===== config.mk =====
export PLATFORM = sky130hd
export DESIGN_NAME = mul_ctrl_flat
export DESIGN_NICKNAME = d
export VERILOG_FILES = /design/src/rtl/mul_ctrl_pkg.sv /design/src/rtl/mul_ctrl_if.sv /design/src/rtl/mul_result_cache.sv /design/src/rtl/mul_ctrl.sv /design/src/flat_wrapper.sv
export SDC_FILE = /design/constraint.sdc
export NUM_CORES = 1
export LEC_CHECK = 0
export ABC_AREA = 1
export CORE_ASPECT_RATIO = 1.2
export CORE_MARGIN = 3
export CORE_UTILIZATION = 45
export DETAILED_ROUTE_END_ITERATION = 10
export PLACE_DENSITY = 0.75
export SKIP_CTS_REPAIR_TIMING = 1
export SKIP_LAST_GASP = 1
export SLEW_MARGIN = 10
export SYNTH_ARGS = -nofsm -noshare
export SYNTH_HDL_FRONTEND = slang
export SYNTH_SLANG_ARGS = --single-unit
export TNS_END_PERCENT = 20

===== constraint.sdc =====
create_clock -name clk -period 1.61 [get_ports clk]
set_input_delay 0.322 -clock clk [delete_from_list [all_inputs] [get_ports clk]]
set_output_delay 0.322 -clock clk [all_outputs]
set_load 0.02 [all_outputs]

===== src/rtl/mul_ctrl_pkg.sv =====
// Shared types and helpers for the RV32M multiply sequencing controller.
package mul_ctrl_pkg;

    typedef enum logic [2:0] {
        OpMul    = 3'b000,
        OpMulh   = 3'b001,
        OpMulhsu = 3'b010,
        OpMulhu  = 3'b011
    } mul_op_t;

    typedef enum logic [2:0] {
        StIdle,
        StLaunch,
        StWait,
        StDrain,
        StResp
    } mul_ctrl_state_t;

    // Returns {signed_a, signed_b}; MUL uses u/u since the low half does not depend on it.
    function automatic logic [1:0] mul_op_signedness(mul_op_t op);
        logic [1:0] s;
        case (op)
            OpMulh:   s = 2'b11;
            OpMulhsu: s = 2'b10;
            default:  s = 2'b00;
        endcase
        return s;
    endfunction

    function automatic logic [31:0] mul_select(mul_op_t op, logic [63:0] prod);
        return (op == OpMul) ? prod[31:0] : prod[63:32];
    endfunction

endpackage


===== src/rtl/mul_ctrl_if.sv =====
// Execute-stage request/response and multiplier handshake bundle for mul_ctrl.
interface mul_ctrl_if;
    logic        req_valid;
    logic [2:0]  req_funct3;
    logic [31:0] req_rs1;
    logic [31:0] req_rs2;
    logic        flush;
    logic        busy;
    logic        resp_valid;
    logic [31:0] resp_data;
    logic        mul_en;
    logic [31:0] mul_a;
    logic [31:0] mul_b;
    logic        mul_signed_a;
    logic        mul_signed_b;
    logic        mul_ready;
    logic [63:0] mul_out;

    modport slave (
        input  req_valid, req_funct3, req_rs1, req_rs2, flush, mul_ready, mul_out,
        output busy, resp_valid, resp_data, mul_en, mul_a, mul_b, mul_signed_a, mul_signed_b
    );

    modport master (
        output req_valid, req_funct3, req_rs1, req_rs2, flush, mul_ready, mul_out,
        input  busy, resp_valid, resp_data, mul_en, mul_a, mul_b, mul_signed_a, mul_signed_b
    );
endinterface


===== src/rtl/mul_result_cache.sv =====
// One-entry product cache: remembers the last full 64-bit product with its operands and
// signedness so a MUL/MULH* pair on the same operands needs only one multiplier launch.
module mul_result_cache
    import mul_ctrl_pkg::*;
#(
    parameter bit CACHE_EN = 1'b1
) (
    input  logic        clk,
    input  logic        rst,
    input  logic        i_wr_en,
    input  logic [31:0] i_wr_a,
    input  logic [31:0] i_wr_b,
    input  logic        i_wr_sa,
    input  logic        i_wr_sb,
    input  logic [63:0] i_wr_prod,
    input  logic [31:0] i_lk_a,
    input  logic [31:0] i_lk_b,
    input  logic        i_lk_sa,
    input  logic        i_lk_sb,
    input  logic        i_lk_is_mul,
    output logic        o_hit,
    output logic [63:0] o_prod
);

    logic        r_valid;
    logic [31:0] r_a;
    logic [31:0] r_b;
    logic        r_sa;
    logic        r_sb;
    logic [63:0] r_prod;

    always_ff @(posedge clk) begin
        if (rst) begin
            r_valid <= 1'b0;
            r_a     <= '0;
            r_b     <= '0;
            r_sa    <= 1'b0;
            r_sb    <= 1'b0;
            r_prod  <= '0;
        end else if (i_wr_en) begin
            r_valid <= 1'b1;
            r_a     <= i_wr_a;
            r_b     <= i_wr_b;
            r_sa    <= i_wr_sa;
            r_sb    <= i_wr_sb;
            r_prod  <= i_wr_prod;
        end
    end

    // Low half is signedness-independent, so MUL matches regardless of cached signedness.
    assign o_hit = CACHE_EN && r_valid && (i_lk_a == r_a) && (i_lk_b == r_b) &&
                   (i_lk_is_mul || ({i_lk_sa, i_lk_sb} == {r_sa, r_sb}));
    assign o_prod = r_prod;

endmodule


===== src/rtl/mul_ctrl.sv =====
// Sequencing controller between execute and the iterative 32x32 multiplier: decodes RV32M
// multiplies, launches the multiplier, stalls the pipeline and returns the selected half.
module mul_ctrl
    import mul_ctrl_pkg::*;
#(
    parameter bit CACHE_EN = 1'b1
) (
    input logic       clk,
    input logic       rst,
    mul_ctrl_if.slave bus
);

    mul_ctrl_state_t r_state;
    mul_ctrl_state_t w_state_nxt;
    mul_op_t         r_op;
    logic [31:0]     r_a;
    logic [31:0]     r_b;
    logic            r_sa;
    logic            r_sb;
    logic [31:0]     r_resp_data;

    mul_op_t         w_op;
    logic [1:0]      w_sign;
    logic            w_accept;
    logic            w_hit;
    logic [63:0]     w_cache_prod;
    logic            w_capture;
    logic            w_busy;
    logic            w_mul_en;
    logic            w_resp_valid;

    assign w_op      = mul_op_t'(bus.req_funct3);
    assign w_sign    = mul_op_signedness(w_op);
    assign w_accept  = (r_state == StIdle) && bus.req_valid && !bus.flush;
    assign w_capture = bus.mul_ready && ((r_state == StWait) || (r_state == StDrain));

    mul_result_cache #(
        .CACHE_EN (CACHE_EN)
    ) u_cache (
        .clk         (clk),
        .rst         (rst),
        .i_wr_en     (w_capture),
        .i_wr_a      (r_a),
        .i_wr_b      (r_b),
        .i_wr_sa     (r_sa),
        .i_wr_sb     (r_sb),
        .i_wr_prod   (bus.mul_out),
        .i_lk_a      (bus.req_rs1),
        .i_lk_b      (bus.req_rs2),
        .i_lk_sa     (w_sign[1]),
        .i_lk_sb     (w_sign[0]),
        .i_lk_is_mul (w_op == OpMul),
        .o_hit       (w_hit),
        .o_prod      (w_cache_prod)
    );

    always_comb begin
        w_state_nxt  = r_state;
        w_busy       = 1'b0;
        w_mul_en     = 1'b0;
        w_resp_valid = 1'b0;
        unique case (r_state)
            StIdle: begin
                w_busy = w_accept;
                if (w_accept) begin
                    w_state_nxt = w_hit ? StResp : StLaunch;
                end
            end
            StLaunch: begin
                w_busy      = 1'b1;
                w_mul_en    = 1'b1;
                w_state_nxt = bus.flush ? StDrain : StWait;
            end
            StWait: begin
                w_busy = 1'b1;
                // A flush coinciding with the product needs no drain: it is already captured.
                if (bus.mul_ready) begin
                    w_state_nxt = bus.flush ? StIdle : StResp;
                end else if (bus.flush) begin
                    w_state_nxt = StDrain;
                end
            end
            StDrain: begin
                w_busy = 1'b1;
                if (bus.mul_ready) begin
                    w_state_nxt = StIdle;
                end
            end
            StResp: begin
                w_resp_valid = !bus.flush;
                w_state_nxt  = StIdle;
            end
            default: w_state_nxt = StIdle;
        endcase
    end

    always_ff @(posedge clk) begin
        if (rst) begin
            r_state     <= StIdle;
            r_op        <= OpMul;
            r_a         <= '0;
            r_b         <= '0;
            r_sa        <= 1'b0;
            r_sb        <= 1'b0;
            r_resp_data <= '0;
        end else begin
            r_state <= w_state_nxt;
            if (w_accept) begin
                r_op <= w_op;
                r_a  <= bus.req_rs1;
                r_b  <= bus.req_rs2;
                r_sa <= w_sign[1];
                r_sb <= w_sign[0];
            end
            if (w_accept && w_hit) begin
                r_resp_data <= mul_select(w_op, w_cache_prod);
            end else if ((r_state == StWait) && bus.mul_ready && !bus.flush) begin
                r_resp_data <= mul_select(r_op, bus.mul_out);
            end
        end
    end

    assign bus.busy         = w_busy;
    assign bus.resp_valid   = w_resp_valid;
    assign bus.resp_data    = r_resp_data;
    assign bus.mul_en       = w_mul_en;
    assign bus.mul_a        = r_a;
    assign bus.mul_b        = r_b;
    assign bus.mul_signed_a = r_sa;
    assign bus.mul_signed_b = r_sb;

endmodule

===== src/flat_wrapper.sv =====
// flat-port wrapper written by rule: the top's interface ports become plain ports
module mul_ctrl_flat import mul_ctrl_pkg::*;
#(
    parameter bit CACHE_EN = 1'b1
)
  (clk, rst, bus_req_valid, bus_req_funct3, bus_req_rs1, bus_req_rs2, bus_flush, bus_mul_ready, bus_mul_out, bus_busy, bus_resp_valid, bus_resp_data, bus_mul_en, bus_mul_a, bus_mul_b, bus_mul_signed_a, bus_mul_signed_b);
  mul_ctrl_if bus_i ();
  input logic clk;
  input logic rst;
  input wire logic [$bits(bus_i.req_valid)-1:0] bus_req_valid;
  input wire logic [$bits(bus_i.req_funct3)-1:0] bus_req_funct3;
  input wire logic [$bits(bus_i.req_rs1)-1:0] bus_req_rs1;
  input wire logic [$bits(bus_i.req_rs2)-1:0] bus_req_rs2;
  input wire logic [$bits(bus_i.flush)-1:0] bus_flush;
  input wire logic [$bits(bus_i.mul_ready)-1:0] bus_mul_ready;
  input wire logic [$bits(bus_i.mul_out)-1:0] bus_mul_out;
  output wire logic [$bits(bus_i.busy)-1:0] bus_busy;
  output wire logic [$bits(bus_i.resp_valid)-1:0] bus_resp_valid;
  output wire logic [$bits(bus_i.resp_data)-1:0] bus_resp_data;
  output wire logic [$bits(bus_i.mul_en)-1:0] bus_mul_en;
  output wire logic [$bits(bus_i.mul_a)-1:0] bus_mul_a;
  output wire logic [$bits(bus_i.mul_b)-1:0] bus_mul_b;
  output wire logic [$bits(bus_i.mul_signed_a)-1:0] bus_mul_signed_a;
  output wire logic [$bits(bus_i.mul_signed_b)-1:0] bus_mul_signed_b;
  assign bus_i.req_valid = bus_req_valid;
  assign bus_i.req_funct3 = bus_req_funct3;
  assign bus_i.req_rs1 = bus_req_rs1;
  assign bus_i.req_rs2 = bus_req_rs2;
  assign bus_i.flush = bus_flush;
  assign bus_i.mul_ready = bus_mul_ready;
  assign bus_i.mul_out = bus_mul_out;
  assign bus_busy = bus_i.busy;
  assign bus_resp_valid = bus_i.resp_valid;
  assign bus_resp_data = bus_i.resp_data;
  assign bus_mul_en = bus_i.mul_en;
  assign bus_mul_a = bus_i.mul_a;
  assign bus_mul_b = bus_i.mul_b;
  assign bus_mul_signed_a = bus_i.mul_signed_a;
  assign bus_mul_signed_b = bus_i.mul_signed_b;
  mul_ctrl #(.CACHE_EN(CACHE_EN)) u_core (.clk(clk), .rst(rst), .bus(bus_i));
endmodule

* Word level (Yosys, flattened, before mapping)
Cells that the tools add are included.
Widths: inputs -> output; s select.
** Storage, ports and cells
- Flip-flop bits (word level) :: 235
- Bits in latches :: 0
- Memory bits (writable) :: 0
- Bits in read-only memories :: 0
- Logic and storage cells :: 59
- Memories kept :: 0
** Cells by class
- Add/subtract/negate cells :: 0
- Multipliers :: 0
- Divide/modulo/power cells :: 0
- Magnitude comparators :: 0
- Eq/ne operators :: 12
- Shift-type cells :: 0
- Mux-type cells :: 16
- Bitwise operators :: 0
- Reductions and logical operators :: 18
** Operators by type and width (count)
- $mux 32 :: 4
- $eq 32x32->1 :: 2
- $mux 3 :: 6
- $pmux 3 s4 :: 1
- $eq 3x2->1 const B :: 3
- $logic_and 1x1->1 :: 9
- $logic_not 3->1 :: 3
- $eq 3x1->1 const B :: 2
- $pmux 2 s2 :: 1
- $eq 3x3->1 const B :: 1
- $mux 1 :: 3
- $ne 3x3->1 const B :: 1
- $reduce_and 3->1 :: 1
- $reduce_or 3->1 :: 1
- $eq 2x2->1 :: 1
- $logic_or 1x1->1 :: 2
- $ne 2x1->1 const B :: 1
- $ne 2x2->1 const B :: 1
- $pmux 1 s2 :: 1
- $reduce_bool 2->1 :: 1
- $logic_not 1->1 :: 1

* Depth between registers and ports, before layout
Gate-level depths: netlist of run 1.
- Depth after elaboration :: 8
- Depth in mapped cells :: 16
- Mapped depth without buffers :: 15

* Cells and area by module
Synthesis of run 1 repeated with hierarchy kept, for this count alone.
** Unflattened totals
- Cell total of the unflattened synthesis :: 1612
- Area, all modules :: 11140.7 um^2
** Modules (own cells, without submodules)
- mul_result_cache :: instances 1, cells each 821, area each 5914.4 um^2, sequential area each 2622.5 um^2
- mul_ctrl :: instances 1, cells each 791, area each 5226.3 um^2, sequential area each 2082.0 um^2

* Worst setup path before layout of run 1
No wires, ideal clock.
- Path kind :: input -> register
- From :: in bus_req_funct3[2]
- To :: reg u_core.r_resp_data[0], in the netlist u_core.bus.resp_data[0]
- Library setup time :: 0.122 ns
- Arrival time :: 1.512 ns
- Slack :: -0.023 ns
- Stages on the path :: 11
- Buffers on the path :: 2
- Cells stage by stage :: nor2_4 xor2_1 nand3_1 nand2_2 inv_2 nor2_4 nand4_4 buf_6 buf_6 o21ai_0 a21oi_1
** On the way
- Word-level cells in the longest chain between the ends :: 7
- Elaborated cells on any way between the ends :: 11
- Classes of those cells :: eq/ne: 3; mux: 3; reduce/logical: 5
** RTL lines
- from (decl) :: line flat_wrapper.sv:11 : input wire logic [$bits(bus_i.req_funct3)-1:0] bus_req_funct3;
- $eq 3x2->1 / $eq 3x1->1 (equally long branches) :: line mul_ctrl_pkg.sv:22 : case (op)
- $pmux 2 s2 :: line mul_ctrl_pkg.sv:22
- $eq 2x2->1 :: line mul_result_cache.sv:52 : (i_lk_is_mul || ({i_lk_sa, i_lk_sb} == {r_sa, r_sb}));
- $logic_or 1x1->1 :: line mul_result_cache.sv:52
- $logic_and 1x1->1 :: line mul_result_cache.sv:51 : assign o_hit = CACHE_EN && r_valid && (i_lk_a == r_a) && (i_lk_b == r_b) &&
- $logic_and 1x1->1 :: line mul_ctrl.sv:115 : if (w_accept && w_hit) begin
- $mux 32 / $reduce_bool 2->1 (equally long branches)
- to (signal assigned) :: line mul_ctrl.sv:116 : r_resp_data <= mul_select(w_op, w_cache_prod);
- to (signal assigned) :: line mul_ctrl.sv:118 : r_resp_data <= mul_select(r_op, bus.mul_out);
- to (decl) :: line mul_ctrl.sv:20 : logic [31:0] r_resp_data;
Several ways; a longest one is shown, not always the timed one.
A chain may end at the register's enable or synchronous reset.

* Worst setup path after layout of run 1
- From :: reg u_core.u_cache.r_b[16]
- To :: reg u_core.r_resp_data[29], in the netlist u_core.bus.resp_data[29]
** On the way
- Word-level cells in the longest chain between the ends :: 5
- Elaborated cells on any way between the ends :: 6
- Classes of those cells :: eq/ne: 1; mux: 1; reduce/logical: 4
** RTL lines
- from (decl) :: line mul_result_cache.sv:27 : logic [31:0] r_b;
- from (signal assigned) :: line mul_result_cache.sv:43 : r_b <= i_wr_b;
- $eq 32x32->1 * :: line mul_result_cache.sv:51
- $logic_and 1x1->1 * (2 in series) :: line mul_result_cache.sv:51
- $logic_and 1x1->1 * :: line mul_ctrl.sv:115
- $mux 32 / $reduce_bool 2->1 (equally long branches)
Every way passes the cells marked *; elsewhere a longest branch is shown, timed or not.

==> results of run 1 <==
==> cell type report <==
| type | instances | area [sq um] |
|---|---|---|
| Inverter | 237 | 892 |
| Multi-Input combinational cell | 1069 | 5480 |
| Tap cell | 315 | 394 |
| Timing Repair Buffer | 426 | 4230 |
| Clock buffer | 39 | 781 |
| Clock inverter | 8 | 52.6 |
| Fill cell | 1926 | 7010 |
| Sequential cell | 235 | 4750 |
==> metal layers <==
metal  global-route usage [%]  vias to the layer above  part of all wire (%)
met3                     5.35                       77                   8.1
met2                     46.5                      456                    50
met5                        0                        -                 0.073
met1                     30.4                     5467                    38
met4                     9.24                        4                   3.0
li1                         -                     5968                     -
==> how the worst max path moves through the flow <==
stage,start,endpoint,slack (ns)
after CTS,u_core.r_state[2],bus_resp_valid,-0.62
after global routing,u_core.u_cache.r_a[5],u_core.bus.resp_data[26],-0.43
final,u_core.u_cache.r_b[16],u_core.bus.resp_data[29],-0.32
after global placement,bus_req_rs1[31],u_core.bus.resp_data[25],-0.98
after floorplan,u_core.u_cache.r_b[15],u_core.bus.resp_data[14],0.01
after detailed placement,bus_req_rs1[31],u_core.bus.resp_data[13],-1.02
==> cells in the final DEF, fill, tap and decap left out, types with 5 or more instances in the layout <==
| master | count |
|---|---|
| nand2_4 | 5 |
| dfxtp_1 | 206 |
| clkdlybuf4s50_1 | 217 |
| o21ai_0 | 243 |
| nor2_1 | 80 |
| nand4_1 | 22 |
| a21oi_2 | 11 |
| buf_4 | 154 |
| clkinv_2 | 5 |
| nor2_4 | 9 |
| o21ai_1 | 10 |
| nor2_2 | 23 |
| inv_1 | 216 |
| nand3_1 | 37 |
| clkbuf_1 | 6 |
| nand3b_1 | 10 |
| mux2i_1 | 5 |
| buf_12 | 22 |
| nand2_2 | 54 |
| a21oi_1 | 201 |
| nand2_1 | 310 |
| o21ai_2 | 17 |
| buf_6 | 11 |
| dlymetal6s2s_1 | 17 |
| dfxtp_2 | 27 |
| clkbuf_16 | 32 |
| inv_2 | 19 |
| xnor2_2 | 8 |
| clkbuf_8 | 6 |
==> where the power goes <==
part           switching (mW)  total, mW  internal [mW]  leakage [nW]
Combinational            2.44       4.46           2.02          4.90
Sequential              0.372       6.78           6.41          1.92
Clock                    2.42       5.78           3.35         0.413
==> flip-flops by register name, indices dropped and copies added, names as in the netlist <==
name                     flops
u_core.bus.mul_signed_b      1
u_core.bus.mul_signed_a      1
u_core.u_cache.r_valid       1
u_core.r_op                  3
u_core.u_cache.o_prod       64
u_core.u_cache.r_sb          1
u_core.r_state               3
u_core.u_cache.r_sa          1
u_core.bus.resp_data        32
u_core.bus.mul_a            32
u_core.u_cache.r_a          32
u_core.bus.mul_b            32
u_core.u_cache.r_b          32
==> critical path: stages, from the launching register on <==
cell       delay, ns
dfxtp_2         0.34
inv_2           0.04
nand2_2         0.07
nand2_1         0.06
nor2_1          0.13
nand2_1         0.10
nor2_2          0.14
nand2_1         0.10
nor2_4          0.15
nand4_4         0.11
buf_12          0.17
clkbuf_16       0.16
nand2_1         0.08
o21ai_2         0.08
a21oi_2         0.13
==> kinds of logic (layout without fill, tap and decap cells) <==
family          Yosys count  in the layout  share of synthesized area, %
buf+inv                 333            710                          11.9
flops                   235            235                          43.0
compound gates          487            487                          22.4
mux                       5              5                         0.457
xor+xnor                 10             10                         0.800
simple gates            567            567                          21.6
==> run_results.csv, run 1 <==
group,metric,value,unit
routing,drc_errors,0,
synthesis,synthCells,1637,
synthesis,async_reset_ff_share,0,%
synthesis,synthesis.area,10900,sq um
timing,holdWs,0.133,ns
setup_path,rr_startpoint,"u_core.u_cache.r_b[16]",
worst_hold_path,hold_path.class,"in2reg",
outcome,violations,"setup timing",
routing,drt-initial-drc-count,743,
finish,final_area,16600,sq um
setup_path,crit_type,"reg2reg",
clock_network,h-tree-depth,1,
place,dp.cells,2265,
timing,fin_crit_sh,120,%
die,fp-row-count,61,
clock_network,clock_latency,0.53,ns
die,die_x,148,um
grt,grt_pass1_wl,55900,um
die,die_h,177,um
routing,routed_wl,37000,um
synthesis,synth_most_common_cell,"nand2_1",
synthesis,ys.flop_type,"dfxtp_1",
outcome,status,"finished with violations",
synthesis,synthTopCellsByCount,"367 x nand2_1, 258 x o21ai_0, 235 x dfxtp_1",
clock_network,path_clk_slew,0.06,ns
timing,finalClockSkew,0.00974,ns
synthesis,synth_top_area_share,43.0,%
worst_hold_path,hold_path_depth,3,
timing,fin_crit,1.93,ns
finish,num_antenna_cells,0,
power,powerDensity,1030,nW/um^2
routing,dr_total_vias,11972,
clock_network,clockBufferDepth,3,
place,port_buffers,236,
setup_path,endpoint_kind,"register",
clock_network,clock_sinks,235,
finish,fin_cells,2329,
timing,worst_slack,-0.322,ns
timing,report.final.slew_viol_count,0,
power,vdd_drop_max,839,uV
setup_path,required,2.07,ns
die,die-area,26200,sq um
flow_run,max_cap_viol_count,0,
routing,drtAntennaViolNets,0,
worst_hold_path,hold-path-endpoint,"u_core.bus.mul_b[25]",
die,io_pins,237,
synthesis,avgSynthCellArea,6.69,sq um
setup_path,worstSetupStartpointType,"register",
timing,finalSetupTns,-28.60,ns
setup_path,r2r-end,"u_core.bus.resp_data[29]",
routing,drt_first_pass_iters,5,
setup_path,worst_ep_arrival_time,2.39,ns
routing,avgViaCountPerCell,5.14,
timing,setup_viol,130,
timing,finalHoldViolCount,0,
die,coreArea,23600,sq um
finish,final_nets,2131,
die,initial_core_util,46.4,%
grt,antenna_found_initial,3,
timing,rsz0062_at_grt,"true",
clock_network,tritoncts,"built",
setup_path,critPathMaxFanout,7,
place,dpl_cell_area,14900,sq um
synthesis,synth-seq-cells,235,
grt,grt_overflow,0,
finish,area_growth,51.4,%
timing,slew_headroom,73.5,%
synthesis,ys_seq_area_share,43.0,%
finish,drive_above_1_share,21.1,%
grt,grt_usage,25.9,%
grt,grt_pass1_vias,11208,
place,pre_cts_ws,-1.02,ns
synthesis,synth_nets,1773,
routing,drt-wirelength-per-cell,15.9,um
place,place_hpwl,26200,um
setup_path,ff2ff_path_depth,14,
timing,worst_pin_slew,0.394,ns
power,fin_total_pwr,17.0,mW
clock_network,numCtsBuffers,26,
setup_path,timing.reg2reg.setup_slack,-0.32,ns
synthesis,yosysWarnings,0,
timing,fmax,518,MHz
grt,grt_max_degree,53,
synthesis,synth_edf_count,0,
place,gp_congestion,0.927,
synthesis,synth_cell_types,33,
synthesis,ys_top_cells_by_area,"dfxtp_1 43%, nand2_1 13%, o21ai_0 12%, a21oi_1 9.7%, inv_1 7.9%",
worst_hold_path,hp-start,"bus_req_rs2[25]",
finish,utilization,70.3,%
synthesis,synth_top_area_cell,"dfxtp_1",
clock_network,cts-root-buf,"clkbuf_16",
power,p_leak,7.24,nW
Power figures use the tool's default switching activity.
==> run 2: changes to the inputs <==
ABC_AREA = not set   (was 1)
CAP_MARGIN = 20   (was not set)
GPL_ROUTABILITY_DRIVEN = 1   (was not set)
PLACE_DENSITY = 0.76   (was 0.75)
==> run_results.csv, run 2 <==
group,metric,value,unit
clock_network,clock_latency,0.51,ns
routing,drt-wirelength-per-cell,16.5,um
routing,routed_wl,29700,um
timing,holdWs,0.173,ns
synthesis,synthSimpleGateAreaFrac,21.9,%
clock_network,path_clk_slew,0.06,ns
setup_path,ff2ff_path_depth,10,
synthesis,synth-seq-cells,235,
routing,drc_errors,0,
place,port_buffers,236,
setup_path,worst_ep_arrival_time,2.80,ns
synthesis,synthXorXnorAreaFrac,5.04,%
setup_path,rr_startpoint,"u_core.u_cache.r_b[27]",
die,coreArea,21900,sq um
synthesis,synth_edf_count,0,
grt,grt_pass1_wl,44600,um
timing,report.final.slew_viol_count,0,
grt,grt_max_degree,137,
timing,fin_crit_sh,150,%
place,place_hpwl,19600,um
outcome,violations,"setup timing",
flow_run,max_cap_viol_count,0,
power,internal_power,10.3,mW
routing,dr_total_vias,9319,
timing,finalHoldViolCount,0,
synthesis,synthesis.area,10100,sq um
finish,final_cell_mix,"399 x nand2_1, 232 x dfxtp_1, 230 x clkdlybuf4s50_1",
die,io_pins,237,
clock_network,h-tree-depth,1,
worst_hold_path,hold_path_depth,3,
synthesis,synth_top_area_cell,"dfxtp_1",
synthesis,muxShareOfSynthArea,9.60,%
timing,fin_crit,2.41,ns
synthesis,synthTopCellsByCount,"399 x nand2_1, 235 x dfxtp_1, 230 x a21oi_1",
synthesis,synth_most_common_cell,"nand2_1",
routing,drtAntennaViolNets,0,
setup_path,worstSetupStartpointType,"register",
die,die-area,24200,sq um
synthesis,synth_nets,1406,
power,p_clk_share,41.4,%
synthesis,ys.flop_type,"dfxtp_1",
setup_path,crit_type,"reg2reg",
place,gp_congestion,0.815,
power,p_leak,5.18,nW
synthesis,ys_seq_area_share,46.7,%
synthesis,synth_top_area_share,46.7,%
setup_path,worstSetupStartpoint,"u_core.u_cache.r_b[27]",
routing,drt_first_pass_iters,7,
worst_hold_path,hold_path.class,"in2reg",
timing,finalClockSkew,0.0118,ns
synthesis,synth_top_family_by_area,"simple AND/OR/NAND/NOR gates",
timing,fmax,415,MHz
power,fin_total_pwr,13.7,mW
die,die_h,170,um
timing,slew_headroom,55.8,%
timing,finalSetupTns,-56.63,ns
outcome,status,"finished with violations",
synthesis,synth_compound_area_share,13.0,%
timing,worst_pin_slew,0.662,ns
grt,grt_usage,22.4,%
power,p_sw_share,24.5,%
synthesis,synthCells,1270,
clock_network,cts-root-buf,"clkbuf_16",
grt,grt_pass1_vias,8971,
power,p_comb_share,14.1,%
finish,drive_above_1_share,10.2,%
finish,largest_reg_flops,64,
synthesis,avgSynthCellArea,7.94,sq um
grt,grt_overflow,0,
routing,avgViaCountPerCell,5.19,
setup_path,required,2.01,ns
clock_network,clock_sinks,235,
power,vdd_drop_max,940,uV
power,seq_power_share,44.6,%
finish,final_nets,1644,
worst_hold_path,hp-start,"bus_req_rs2[27]",
die,fp-row-count,59,
clock_network,tritoncts,"built",
clock_network,numCtsBuffers,24,
timing,worst_slack,-0.799,ns
clock_network,clockBufferDepth,3,
finish,fillers,1868,
synthesis,async_reset_ff_share,0,%
routing,drt-initial-drc-count,480,
synthesis,synth_cell_types,44,
timing,setup_viol,204,
synthesis,synth_fa_ha_area_share,0,%
die,die_x,143,um
setup_path,endpoint_kind,"register",
setup_path,critPathMaxFanout,15,
timing,rsz0062_at_grt,"true",
finish,final_common_cell,"nand2_1",
power,p_sw,3.35,mW
grt,antenna_found_initial,1,
synthesis,yosysWarnings,0,
synthesis,ys_top_cells_by_area,"dfxtp_1 47%, nand2_1 15%, a21oi_1 11%, mux2i_1 6.4%, xnor2_1 3.8%",
power,powerDensity,964,nW/um^2
finish,num_antenna_cells,0,
die,initial_core_util,46.1,%
finish,area_growth,40.9,%
run 2: cell types whose count changed after synthesis, moves of 12 or more:
cell,previous run,this run
mux2_1,0,25
nand3_1,43,2
o21ai_1,13,1
clkbuf_1,66,79
xnor2_1,9,44
buf_2,20,0
a21oi_1,212,230
mux2i_1,5,64
inv_1,229,3
o21ai_0,258,1
nand4_1,22,10
xor2_1,1,14
nand2_1,367,399
nor2_1,107,92
run 2: layout make-up:
type | instances | area [sq um] | share of cell area, %
tap | 274 | 343 | 2.41
inverter | 3 | 11.3 | 0.0793
timing repair buffer | 303 | 3160 | 22.2
multi-input combinational | 941 | 5180 | 36.5
clock buffer | 35 | 723 | 5.09
clock inverter | 6 | 82.6 | 0.581
sequential | 235 | 4710 | 33.2
run 2: power groups by stage:
stage / clock, mW / combinational [mW] / sequential [mW]
5_1_grt: 6.00 / 2.07 / 6.12
3_3_place_gp: 0 / 1.84 / 6.22
2_1_floorplan: 0 / 0.765 / 6.33
3_5_place_dp: 0 / 1.85 / 6.23
6_report: 5.67 / 1.93 / 6.10
4_1_cts: 5.79 / 1.86 / 6.10
run 2: critical path: stages, from the launching register on:
cell and delay, ns:
dfxtp_2 0.35, xnor2_2 0.11, buf_4 0.16, nand4_1 0.11
nor4_2 0.34, buf_4 0.18, nand4_4 0.12, nor4_4 0.25
buf_6 0.17, buf_12 0.17, mux2_1 0.34
run 2: metrics by stage:
step	util [%]	worst slack, ns	area [sq um]	instances
final	65.0	-0.799	14200	1797
after global routing	65.0	-0.900	14200	1797
after CTS	63.4	-0.929	13900	1784
after detailed placement	59.7	-1.41	13000	1743
after global placement	59.7	-1.42	13000	1743
after floorplan	-	-0.641	10100	1270
run 2: routing by layer:
metal  routed length (um)  track usage [%]  share of wire [%]  vias to the layer above
li1                     -                -                  -                     4659
met3                 2370             6.52                8.0                       39
met1                12100             27.1                 41                     4355
met4                  635             5.58                2.1                        2
met5                   20                0              0.067                        -
met2                14600             39.1                 49                      264
run 2: kinds of logic (layout without fill, tap and decap cells):
group | after synthesis | count (layout)
simple gates | 542 | 542
compound gates | 248 | 248
flops | 235 | 235
buf+inv | 94 | 347
mux | 93 | 93
xor+xnor | 58 | 58
run 2: worst paths after layout:
path | endpoint | slack (ns)
max | u_core.bus.resp_data[16] | -0.80
min | u_core.bus.mul_b[27] | 0.17
max reg2reg | u_core.bus.resp_data[16] | -0.80
min reg2reg | u_core.u_cache.r_b[21] | 0.45
==> run 3: changes to the inputs <==
PLACE_DENSITY = 0.8   (was 0.76)
clock period = 2.5 ns   (was 1.61 ns; I/O delays follow)
==> run_results.csv, run 3 (synthesized netlist as in run 2, its figures left out) <==
group,metric,value,unit
outcome,status,"finished with violations",
outcome,violations,"setup timing",
timing,finalClockSkew,0.0143,ns
clock_network,clockBufferDepth,3,
power,p_sw_share,24.4,%
die,io_pins,237,
setup_path,slowest_delay,0.67,ns
finish,final_nets,1619,
power,seq_power_share,44.3,%
routing,drt-initial-drc-count,528,
setup_path,worst_ep_arrival_time,2.03,ns
power,p_clk_share,42.7,%
grt,grt_usage,22.6,%
power,p_sw,2.17,mW
routing,avgViaCountPerCell,5.23,
place,gp_congestion,0.798,
routing,dr_total_vias,9274,
clock_network,h-tree-depth,1,
finish,largest_reg_flops,64,
die,initial_core_util,46.1,%
routing,drt-wirelength-per-cell,16.7,um
setup_path,crit_family,"buffers and inverters",
setup_path,crit_type,"reg2out",
finish,final_common_cell,"nand2_1",
finish,drive_above_1_share,8.01,%
setup_path,worstSetupStartpointType,"register",
die,fp-row-count,59,
routing,drc_errors,0,
finish,area_growth,38.3,%
die,coreArea,21900,sq um
timing,slew_headroom,39.6,%
power,p_comb_share,13.0,%
timing,finalHoldViolCount,0,
worst_hold_path,hold_path.class,"in2reg",
power,vdd_drop_max,594,uV
timing,worst_slack,-0.0261,ns
place,port_buffers,236,
grt,grt_pass1_wl,45300,um
timing,rsz0062_at_grt,"true",
grt,grt_pass1_vias,8834,
grt,grt_max_degree,162,
clock_network,tritoncts,"built",
grt,antenna_found_initial,1,
clock_network,clock_sinks,235,
routing,routed_wl,29500,um
setup_path,critPathSlowestCell,"clkdlybuf4s50_1",
setup_path,path_depth,3,
timing,fmax,396,MHz
place,place_hpwl,19200,um
worst_hold_path,hold_path_depth,2,
timing,fin_crit,2.53,ns
setup_path,endpoint_kind,"output pin",
timing,holdWs,0.287,ns
timing,worst_pin_slew,0.907,ns
setup_path,ff2ff_path_depth,10,
place,pre_cts_ws,-0.831,ns
die,die-area,24200,sq um
clock_network,numCtsBuffers,25,
die,die_h,170,um
clock_network,cts-root-buf,"clkbuf_16",
flow_run,max_cap_viol_count,0,
die,die_x,143,um
power,powerDensity,637,nW/um^2
power,internal_power,6.71,mW
routing,drtAntennaViolNets,0,
timing,report.final.slew_viol_count,0,
timing,setup_viol,1,
finish,num_antenna_cells,0,
timing,fin_crit_sh,101,%
setup_path,cp.buffers_inverters,1,
setup_path,required,2.00,ns
finish,final_cell_mix,"399 x nand2_1, 234 x dfxtp_1, 230 x a21oi_1",
clock_network,clock_latency,0.51,ns
routing,drt_first_pass_iters,5,
clock_network,path_clk_slew,0.06,ns
finish,fillers,1841,
power,p_leak,5.19,nW
setup_path,critPathMaxFanout,8,
grt,grt_overflow,0,
setup_path,crit_chain,"or2_4, nor3b_1, clkdlybuf4s50_1",
run 3: cell types whose count changed in the layout (fill, tap and decap cells not counted), sizes merged:
cell / previous run / this run
buf: 67 / 39
dlymetal6s2s: 2 / 19
clkdlybuf4s50: 230 / 216
clkbuf: 39 / 36
bufinv: 2 / 3
clkinv: 3 / 4
clkinvlp: 1 / 2
run 3: area by class of cell:
| type | count | area, sq um | area share (%) |
|---|---|---|---|
| repair buffers | 277 | 2880 | 20.6 |
| clock inverters | 9 | 129 | 0.924 |
| flip-flops and latches | 235 | 4710 | 33.7 |
| multi-input cells | 941 | 5160 | 37.0 |
| well taps | 274 | 343 | 2.46 |
| inverters | 3 | 11.3 | 0.0808 |
| clock buffers | 33 | 716 | 5.13 |
run 3: path summary, 6_finish.rpt:
path	start	end	slack [ns]
max	u_core.r_state[1]	bus_resp_valid	-0.03
min reg2reg	u_core.u_cache.o_prod[61]	u_core.u_cache.o_prod[61]	0.45
min	rst	u_core.u_cache.o_prod[30]	0.29
max reg2reg	u_core.u_cache.r_b[27]	u_core.bus.resp_data[31]	0.02
run 3: metrics by stage:
step	setup TNS (ns)	power [mW]	std cells	instance area, sq um	util [%]
final	-0.0261	8.88	1772	13900	63.8
after global routing	-1.35	9.18	1772	13900	63.8
after CTS	-8.98	8.93	1767	13700	62.5
after detailed placement	-27.02	5.16	1725	12800	58.7
after global placement	-25.47	5.15	1725	12800	58.7
after floorplan	0	4.57	1270	10100	-
run 3: power groups by stage:
stage                     Combinational (mW)  Clock, mW  Sequential, mW
after floorplan                        0.492          0            4.08
after global placement                  1.14          0            4.01
after detailed placement                1.15          0            4.02
after CTS                               1.15       3.84            3.93
after global routing                    1.25       3.98            3.95
final                                   1.16       3.79            3.93
run 3: routing by layer:
layer  vias up  routed length, um  global-route usage [%]
met5         -                 20                       0
met3        38               2520                    6.58
met4         2                547                    5.21
met1      4329              11600                    27.3
li1       4614                  -                       -
met2       291              14900                    39.8
